--- src/rtl/updown_counter_param.sv ---
// ---------------------------------------------------------------------------
// updown_counter_param
//
// Parametrised up/down counter with a programmable step, an inclusive upper
// limit, wrap or saturate behaviour at the bounds, a synchronous load, a
// count enable and boundary flags. It is a drop-in generalisation of the
// fixed 8-bit up/down counter. Typical uses are event, timer and address
// counting where that counter is too narrow or too rigid.
//
// Parameters
//   WIDTH      counter width in bits (>= 2)
//   STEP_W     width of the step input (1..WIDTH)
//   RESET_VAL  count value after reset (must be <= the limit in use)
//
// Ports
//   clk       in   rising-edge clock
//   reset     in   synchronous active-high reset, highest priority
//   enable    in   advance the count by one step on this edge
//   reverse   in   0 = count up, 1 = count down
//   load      in   synchronous load strobe (beats enable)
//   load_val  in   value to load, clamped to limit
//   step      in   increment/decrement magnitude; 0 holds the count
//   limit     in   inclusive upper bound of the legal range [0, limit]
//   saturate  in   0 = wrap at the bounds, 1 = clamp at the bounds
//   count     out  registered counter value
//   wrap      out  registered one-cycle pulse: the last update wrapped or
//                  pulled an out-of-range count back into range
//   at_max    out  combinational, count == limit
//   at_zero   out  combinational, count == 0
// ---------------------------------------------------------------------------
module updown_counter_param #(
  parameter int               WIDTH     = 8,
  parameter int               STEP_W    = 4,
  parameter logic [WIDTH-1:0] RESET_VAL = '0
) (
  input  logic              clk,
  input  logic              reset,
  input  logic              enable,
  input  logic              reverse,
  input  logic              load,
  input  logic [WIDTH-1:0]  load_val,
  input  logic [STEP_W-1:0] step,
  input  logic [WIDTH-1:0]  limit,
  input  logic              saturate,
  output logic [WIDTH-1:0]  count,
  output logic              wrap,
  output logic              at_max,
  output logic              at_zero
);

  // One extra bit so that count + step and limit + 1 never overflow.
  localparam int EW = WIDTH + 1;

  logic [WIDTH-1:0] r_count;
  logic             r_wrap;

  logic [EW-1:0]    w_cnt_x;
  logic [EW-1:0]    w_step_x;
  logic [EW-1:0]    w_lim_x;
  logic [EW-1:0]    w_lim_p1;
  logic [EW-1:0]    w_sum;
  logic [EW-1:0]    w_diff;
  logic [EW-1:0]    w_up_wrap;
  logic [EW-1:0]    w_dn_wrap;
  logic             w_out_of_range;
  logic             w_step_zero;
  logic [WIDTH-1:0] w_load_clamped;
  logic [WIDTH-1:0] w_count_nxt;
  logic             w_wrap_nxt;

  assign w_cnt_x   = {1'b0, r_count};
  assign w_step_x  = {{(EW-STEP_W){1'b0}}, step};
  assign w_lim_x   = {1'b0, limit};
  assign w_lim_p1  = w_lim_x + EW'(1);

  assign w_sum     = w_cnt_x + w_step_x;
  assign w_diff    = w_cnt_x - w_step_x;

  // Wrapped results. Only consulted when the plain sum/diff leaves the range.
  // A step larger than the whole range (limit + 1) can still land outside
  // [0, limit] after one wrap; those cases fall back to the bound below.
  // For the down case a negative result underflows to a value far above
  // limit in EW bits, so the same "> limit" test catches it.
  assign w_up_wrap = w_sum - w_lim_p1;
  assign w_dn_wrap = w_cnt_x + w_lim_p1 - w_step_x;

  // limit may be lowered below the current count at any time.
  assign w_out_of_range = (w_cnt_x > w_lim_x);
  assign w_step_zero    = (step == '0);
  assign w_load_clamped = (load_val > limit) ? limit : load_val;

  always_comb begin
    w_count_nxt = r_count;
    w_wrap_nxt  = 1'b0;

    if (load) begin
      w_count_nxt = w_load_clamped;
    end else if (!enable || w_step_zero) begin
      w_count_nxt = r_count;
    end else if (w_out_of_range) begin
      w_count_nxt = reverse ? limit : '0;
      w_wrap_nxt  = 1'b1;
    end else if (!reverse) begin
      if (w_sum <= w_lim_x) begin
        w_count_nxt = w_sum[WIDTH-1:0];
      end else if (saturate) begin
        w_count_nxt = limit;
      end else begin
        w_count_nxt = (w_up_wrap <= w_lim_x) ? w_up_wrap[WIDTH-1:0] : '0;
        w_wrap_nxt  = 1'b1;
      end
    end else begin
      if (w_cnt_x >= w_step_x) begin
        w_count_nxt = w_diff[WIDTH-1:0];
      end else if (saturate) begin
        w_count_nxt = '0;
      end else begin
        w_count_nxt = (w_dn_wrap <= w_lim_x) ? w_dn_wrap[WIDTH-1:0] : limit;
        w_wrap_nxt  = 1'b1;
      end
    end
  end

  always_ff @(posedge clk) begin
    if (reset) begin
      r_count <= RESET_VAL;
      r_wrap  <= 1'b0;
    end else begin
      r_count <= w_count_nxt;
      r_wrap  <= w_wrap_nxt;
    end
  end

  assign count   = r_count;
  assign wrap    = r_wrap;
  assign at_max  = (r_count == limit);
  assign at_zero = (r_count == '0);

endmodule

--- config.mk ---
export PLATFORM = sky130hd
export DESIGN_NAME = updown_counter_param
export DESIGN_NICKNAME = d
export VERILOG_FILES = /design/src/rtl/updown_counter_param.sv
export SDC_FILE = /design/constraint.sdc
export NUM_CORES = 1
export LEC_CHECK = 0
export BUFFER_PORTS_ARGS = -buffer_cell sky130_fd_sc_hd__buf_2
export CAP_MARGIN = 30
export CORE_AREA = 2 2 112 114
export DETAILED_ROUTE_END_ITERATION = 16
export DIE_AREA = 0 0 114 116
export SYNTH_ARGS = -nofsm -noshare
export SYNTH_HDL_FRONTEND = slang
export SYNTH_SLANG_ARGS = --single-unit
--- constraint.sdc ---
create_clock -name clk -period 6.2 [get_ports clk]
set_input_delay 0 -clock clk [delete_from_list [all_inputs] [get_ports clk]]
set_output_delay 0 -clock clk [all_outputs]
set_load 0.02 [all_outputs]
==> results of run 1 <==
==> layout by cell type, fill, tap and decap left out, types with 7 or more instances in the layout <==
cell / netlist / final
o211ai_1: 8 / 8
buf_2: 0 / 36
a211oi_1: 7 / 7
ha_1: 69 / 69
nand2b_1: 12 / 12
nand2_1: 32 / 32
a21o_1: 9 / 9
nor2_1: 40 / 40
fa_1: 7 / 7
nor2b_1: 11 / 11
inv_1: 46 / 46
a21oi_1: 34 / 34
nor3_1: 12 / 12
dfxtp_1: 9 / 9
mux2i_1: 7 / 7
nand3_1: 18 / 18
o21ai_0: 14 / 14
xnor2_1: 24 / 24
==> state kept, by name, summed over array words and instances (netlist names) <==
signal and cells:
count 8, wrap 1
==> critical path, delay by kind of cell (launching register included) <==
kind            cells  cell delay (ns)
compound gates      9             1.53
xor+xnor            2             0.43
fa+ha+maj           3             1.04
flops               1             0.57
mux                 1             0.47
simple gates        5             1.11
==> logic make-up after synthesis <==
group	synth area share
AND/OR/NAND/NOR	0.248
flip-flops	0.0525
adder cells (fa/ha/maj)	0.292
XOR/XNOR	0.0787
AO/OA/AOI/OAI	0.224
multiplexers	0.0310
buffers and inverters	0.0733
==> power groups by stage <==
stage          sequential, mW  combinational (mW)  clock (mW)
2_1_floorplan          0.0946               0.691           0
3_3_place_gp           0.0960               0.898           0
3_5_place_dp           0.0961               0.921           0
4_1_cts                0.0955               0.927       0.117
5_1_grt                0.0975                1.05       0.120
6_report               0.0963               0.943       0.116
==> per-stage QoR <==
step | hold slack, ns | std cells | area [um^2] | utilization
after floorplan | 0.199 | 467 | 3430 | -
after global placement | 0.310 | 633 | 3730 | 0.313
after detailed placement | 0.314 | 633 | 3730 | 0.313
after CTS | 0.0801 | 637 | 3810 | 0.320
after global routing | 0.0993 | 637 | 3810 | 0.320
final | 0.0742 | 637 | 3810 | 0.320
==> how the worst min path moves through the flow <==
stage | from | to | slack [ns] | depth (start not counted)
after floorplan | limit[7] | count[7] | 0.20 | 2
after global placement | reset | count[2] | 0.31 | 2
after detailed placement | reset | count[2] | 0.31 | 2
after CTS | reset | count[2] | 0.08 | 2
after global routing | reset | count[2] | 0.1 | 2
final | reset | count[2] | 0.07 | 2
==> synthesized netlist by cell type (all sizes together), types with 3 or more instances <==
| library cell | count | area (um^2) |
|---|---|---|
| o311ai | 5 | 43.8 |
| a211oi | 7 | 52.6 |
| or3 | 3 | 18.8 |
| nand4b | 3 | 26.3 |
| or4 | 5 | 37.5 |
| clkbuf | 16 | 60.1 |
| nand2b | 12 | 75.1 |
| nand2 | 32 | 120 |
| a21o | 9 | 67.6 |
| nor2b | 11 | 68.8 |
| ha | 69 | 863 |
| o21ai | 18 | 90.1 |
| inv | 47 | 176 |
| nor4 | 6 | 52.6 |
| a21oi | 34 | 170 |
| fa | 7 | 140 |
| and3 | 4 | 30.0 |
| a221oi | 4 | 35.0 |
| dfxtp | 9 | 180 |
| xor2 | 5 | 43.8 |
| nor3 | 13 | 76.3 |
| nor2 | 40 | 150 |
| or2 | 3 | 18.8 |
| xnor2 | 25 | 226 |
| a31oi | 6 | 37.5 |
| mux2i | 8 | 83.8 |
| o211ai | 8 | 60.1 |
| nand3 | 18 | 90.1 |
| nand4 | 5 | 31.3 |
==> final cells by class <==
cell class,instances,area share
clock buffer,4,0.0207
inverter,47,0.0463
tap,147,0.0483
sequential,9,0.0473
multi-input combinational,393,0.788
timing repair buffer,37,0.0493
==> per-layer routing <==
metal	share of wire	up-vias	track usage
met2	0.43	176	0.298
met3	0.072	35	0.0146
li1	-	1744	-
met5	0	-	0
met1	0.46	1690	0.259
met4	0.039	0	0.0618
==> results.md, run 1 <==
- Critical path endpoint category: flip-flop
- IO buf count: 36
- Slowest-stage cell, CP: dfxtp_1
- RSZ-0062 raised after global routing: no
- Global route overflow: 0
- Max Root-Sink Buffers: 2
- GPL Wtd Cong: 0.963
- CTS H-tree lvls: 1
- Wire per inst: 18.7 um
- PnR worst setup slack: 0.942 ns
- Slew at the pin closest to its max-slew limit: 0.761 ns
- Initial antenna violation count: 0
- Core area: 11900 um^2
- Clock sink total: 9
- Internal Pwr Total: 0.538 mW
- Total Power: 1.16 mW
- Routed Antenna Nets: 0
- Ant. Diodes: 0
- VDD IR-drop max: 0.000125 V
- Worst skew pair latency: 0.24 ns
- Number of synthesized flops with an enable pin: 0
- Crit-path cells: ha_1, or3b_1, nand3_1, xnor2_1, ha_1, o21a_1, o31a_1, o21ai_0, nand2b_1, a21o_1, a21oi_1, xnor2_1, ha_1, nand4b_1, or3_1, o31ai_1, o211ai_1, mux2i_2, o311ai_1, a221oi_1
- P_sw: 0.618 mW
- DRT Pass-1 Iters: 5
- Initial Utilization: 0.288
- Post-Syn Area: 3430 um^2
- Sequential fraction of the synthesis area: 0.0525
- Area of the multi-input gates: 3000 um^2
- Yosys warning count: 0
- Fmax: 190 MHz
- Post-CTS Resized: 0
- Setup bufs post-CTS: 0
- WL final: 11.9 mm
- Critical Path Sink: count[3]
- Routed vias/inst: 5.72
- Global-route wire length before repair: 19.2 mm
- Internal reg-to-reg setup slack: 0.94 ns
- Most used cell, CP: ha_1
- Fillers: 1256
- Remaining DRCs: 0
- First DRT Iteration DRCs: 286
- Rows: 40
- WP data arrival: 5.40 ns
- Distinct cells, synth: 63
- Logic pwr share: 0.816
- Die height: 116 um
- GRT Total Usage: 0.184
- Clk pwr share: 0.101
- Register bit total from synthesis: 9
- Critical Path RT: 6.35 ns
- Fin nets: 593
- Syn_area_per_cell: 7.35 um^2
- Total number of vias: 3645
- Tcrit/Tclk final: 0.848
- TritonCTS clock tree: done
- CTS Buf Count: 3
- CP startpoint: count[1]
- Largest net degree at the start of global routing: 27
- Worst-path clk slew: 0.04 ns
- Clock root buffer: clkbuf_16
- Setup CP Type: reg2reg
- I/O pin count: 37
- Asr flop ratio synth: 0
- Status: completed
- Die width: 114 um
- FF/Latch Area: 180 um^2
- Hold-fix buffers, CTS: 0
- Area grow syn2layout: 10.9%
- Final setup TNS: 0 ns
- Worst slack, placed: 1.06 ns
- Layout cells sized above 1: 0.104
- Final setup vio count: 0
- Flop pwr share: 0.083
- CP startpoint kind: flip-flop
- Worst-path maximum fanout: 8
- Minimum clock period: 5.26 ns
- Leak: 1.79 nW
- Synth Instances: 467
- Hold Vio Cnt, Final: 0
- R2R depth: 20
- Max-cap violations: 0
- R2R Path Start: count[1]
- Min-Delay Path Class: in2reg
- Die ar.: 13200 um^2
- CP max stage delay: 0.57 ns
- Slew HR: 0.486
- Sw Share: 0.535
- Worst R2R End: count[3]
- Synthesized Nets: 569
- Final slew viol count: 0
- Main synth FF type: dfxtp_1
- PwrDens: 304 nW/um^2
- Clock Skew: 0.000635 ns
- HPWL after detailed placement: 9.60 mm
- Vias in the first global route: 3528
Power figures use the tool's default switching activity.
==> run 2: changes to the inputs <==
--- a/config.mk
+++ b/config.mk
@@ -5,11 +5,12 @@
 export SDC_FILE = /design/constraint.sdc
 export NUM_CORES = 1
 export LEC_CHECK = 0
+export ABC_AREA = 1
 export BUFFER_PORTS_ARGS = -buffer_cell sky130_fd_sc_hd__buf_2
 export CAP_MARGIN = 30
-export CORE_AREA = 2 2 112 114
+export CORE_AREA = 2 2 114 116
 export DETAILED_ROUTE_END_ITERATION = 16
-export DIE_AREA = 0 0 114 116
+export DIE_AREA = 0 0 116 118
 export SYNTH_ARGS = -nofsm -noshare
 export SYNTH_HDL_FRONTEND = slang
 export SYNTH_SLANG_ARGS = --single-unit
==> constraint.sdc (replaced) <==
create_clock -name clk -period 4.5 [get_ports clk]
set_input_delay 0 -clock clk [delete_from_list [all_inputs] [get_ports clk]]
set_output_delay 0 -clock clk [all_outputs]
set_load 0.02 [all_outputs]
==> run 2 against run 1 <==
Effect of this change:
- synthesized cell count is 21% higher
- total power rose by 24%
- final cell count rose by 23%
- fmax grew 27%
- die area up 3.5%
- sequential share of layout area is 0.28 points lower
- highest routed layer unchanged
- via count is 6.5% higher
==> results.md, run 2 <==
- Status: completed (unchanged)
- Commonest cells after routing, fill and taps aside: nand2_1, inv_1, ha_1 (was ha_1, inv_1, nor2_1)
- Slew HR: 0.416 (was 0.486)
- Rows: 41 (was 40)
- CP max stage delay: 0.42 ns (was 0.57 ns)
- Critical path endpoint category: flip-flop (unchanged)
- CP startpoint kind: flip-flop (unchanged)
- WP data arrival: 4.32 ns (was 5.40 ns)
- R2R Path Start: count[0] (was count[1])
- Layout cells sized above 1: 0.139 (was 0.104)
- Clock sink total: 9 (unchanged)
- Setup bufs post-CTS: 0 (unchanged)
- Flop pwr share: 0.069 (was 0.083)
- Yosys warning count: 0 (unchanged)
- First DRT Iteration DRCs: 375 (was 286)
- Leak: 2.17 nW (was 1.79 nW)
- Register bit total from synthesis: 9 (unchanged)
- Initial antenna violation count: 0 (unchanged)
- Global route overflow: 0 (unchanged)
- Slowest-stage cell, CP: fa_1 (was dfxtp_1)
- Distinct cells, synth: 40 (was 63)
- Sequential fraction of the synthesis area: 0.0510 (was 0.0525)
- Routed vias/inst: 4.96 (was 5.72)
- Fmax: 241 MHz (was 190 MHz)
- Sw Share: 0.553 (was 0.535)
- Number of synthesized flops with an enable pin: 0 (unchanged)
- Commonest non-fill, non-tap cell in the layout: nand2_1 (was ha_1)
- Die width: 116 um (was 114 um)
- Die ar.: 13700 um^2 (was 13200 um^2)
- Tcrit/Tclk final: 0.922 (was 0.848)
- Die height: 118 um (was 116 um)
- Global-route wire length before repair: 19.1 mm (was 19.2 mm)
- DRT Pass-1 Iters: 5 (unchanged)
- Hold depth: 3 (was 2)
- GRT Total Usage: 0.176 (was 0.184)
- Slew at the pin closest to its max-slew limit: 0.871 ns (was 0.761 ns)
- PwrDens: 353 nW/um^2 (was 304 nW/um^2)
- HPWL after detailed placement: 9.97 mm (was 9.60 mm)
- Hold-fix buffers, CTS: 0 (unchanged)
- P_sw: 0.796 mW (was 0.618 mW)
- RSZ-0062 raised after global routing: no (unchanged)
- CTS Buf Count: 3 (unchanged)
- WL final: 11.8 mm (was 11.9 mm)
- Utilization after layout: 0.328 (was 0.320)
- Largest net degree at the start of global routing: 18 (was 27)
- Synth top cells by count: nand2_1, inv_1, ha_1 (was ha_1, inv_1, nor2_1)
- VDD IR-drop max: 0.000152 V (was 0.000125 V)
- Setup CP Type: reg2reg (unchanged)
- Worst-path clk slew: 0.04 ns (about the same)
- Main synth FF type: dfxtp_1 (unchanged)
- Final setup TNS: 0 ns (unchanged)
- Max Root-Sink Buffers: 2 (unchanged)
- Total number of vias: 3881 (was 3645)
- Syn_area_per_cell: 6.25 um^2 (was 7.35 um^2)
- Asr flop ratio synth: 0 (unchanged)
- Routed Antenna Nets: 0 (unchanged)
- GPL Wtd Cong: 0.943 (was 0.963)
- TritonCTS clock tree: done (unchanged)
- Max reg flops: 8 (unchanged)
- R2R depth: 28 (was 20)
- Ranking of synthesized cells by area: ha_1, nand2_1, a21oi_1 (was ha_1, xnor2_1, dfxtp_1)
- Fin nets: 714 (was 593)
- Core area: 12400 um^2 (was 11900 um^2)
- Logic pwr share: 0.818 (was 0.816)
- IO buf count: 36 (unchanged)
- Clk pwr share: 0.114 (was 0.101)
- Max-cap violations: 0 (unchanged)
- Worst skew pair latency: 0.24 ns (about the same)
- I/O pin count: 37 (unchanged)
- Final slew viol count: 0 (unchanged)
- Most used cell, CP: nand2_1 (was ha_1)
- Yosys top cell area share: 0.245 (was 0.252)
- Clock root buffer: clkbuf_16 (unchanged)
- Clock Skew: 0.00501 ns (was 0.000635 ns)
- Worst-path maximum fanout: 8 (unchanged)
- Ant. Diodes: 0 (unchanged)
- Fillers: 1386 (was 1256)
- Initial Utilization: 0.284 (was 0.288)
- Min-Delay Path Class: in2reg (unchanged)
- Minimum clock period: 4.15 ns (was 5.26 ns)
- CTS H-tree lvls: 1 (unchanged)
- Dominant cell type by area after synthesis: ha_1 (unchanged)
- Remaining DRCs: 0 (unchanged)
- Synthesized Nets: 667 (was 569)
- Internal Pwr Total: 0.642 mW (was 0.538 mW)
- Hold path start: enable (was reset)
- Critical Path RT: 4.67 ns (was 6.35 ns)
- Area grow syn2layout: 15.4% (was 10.9%)
- Hold Vio Cnt, Final: 0 (unchanged)
- CP startpoint: count[0] (was count[1])
- Top-count cell post-synth: nand2_1 (was ha_1)
- Post-Syn Area: 3530 um^2 (was 3430 um^2)
- Vias in the first global route: 3697 (was 3528)
- Wire per inst: 15.1 um (was 18.7 um)
- Synth Instances: 565 (was 467)
- Final setup vio count: 0 (unchanged)
==> run 2: routing by layer <==
| layer | part of all wire | GRT usage | wire, um | up-vias |
|---|---|---|---|---|
| li1 | - | - | - | 1975 |
| met1 | 0.48 | 0.258 | 5700 | 1748 |
| met2 | 0.43 | 0.270 | 5040 | 131 |
| met3 | 0.063 | 0.0180 | 745 | 27 |
| met4 | 0.028 | 0.0528 | 335 | 0 |
| met5 | 0 | 0 | 0 | - |
==> run 2: repair_timing <==
action                                  4_1_cts  5_1_grt
endpoints found under the hold margin         0        0
resized for setup                             0        2
endpoints found under the setup margin        0        3
==> run 2: worst paths after layout <==
kind | end | slack (ns)
min | wrap | 0.08
min reg2reg | count[0] | 0.73
max reg2reg | count[4] | 0.35
max | count[4] | 0.35
==> run 2: per-stage QoR <==
step / instance area [um^2] / setup WS [ns] / hold WS, ns / power (mW) / cells
6_report: 4070 / 0.353 / 0.0816 / 1.44 / 783
5_1_grt: 4070 / 0.00663 / 0.0950 / 1.62 / 783
4_1_cts: 4070 / 0.357 / 0.0766 / 1.43 / 783
3_5_place_dp: 3990 / 0.277 / 0.320 / 1.26 / 779
3_3_place_gp: 3990 / 0.261 / 0.329 / 1.26 / 779
2_1_floorplan: 3530 / 0.506 / 0.153 / 0.968 / 565
==> run 2: cell type report <==
| class | count | area, um^2 | share of cell area |
|---|---|---|---|
| Clock buffer | 4 | 78.8 | 0.0194 |
| Inverter | 86 | 323 | 0.0793 |
| Multi-Input combinational cell | 464 | 3000 | 0.738 |
| Sequential cell | 9 | 181 | 0.0445 |
| Tap cell | 172 | 215 | 0.0528 |
| Timing Repair Buffer | 48 | 270 | 0.0664 |
==> run 2: critical path, delay by kind of cell, from the launching register on <==
kind | cells | cell delay (ns)
buffers and inverters | 3 | 0.36
and+or+nand+nor | 17 | 1.51
xor gates and xnor gates | 1 | 0.13
AOI/OAI and AO/OA | 3 | 0.47
adders and majority gates | 4 | 1.31
DFF | 1 | 0.31
==> run 2: cell families (layout without fill, tap and decap cells) <==
| group | count (synthesis) | count (layout) | synth area share |
|---|---|---|---|
| simple gates | 244 | 244 | 0.302 |
| buf+inv | 92 | 138 | 0.0978 |
| flops | 9 | 9 | 0.0510 |
| fa+ha+maj | 76 | 76 | 0.284 |
| xor+xnor | 23 | 23 | 0.0677 |
| compound gates | 121 | 121 | 0.197 |
==> run 2: power groups by stage <==
stage	sequential (mW)	clock, mW	combinational, mW
after global routing	0.0998	0.166	1.35
after detailed placement	0.0995	0	1.16
final	0.0987	0.163	1.18
after CTS	0.0982	0.161	1.17
after floorplan	0.119	0	0.849
after global placement	0.0995	0	1.16
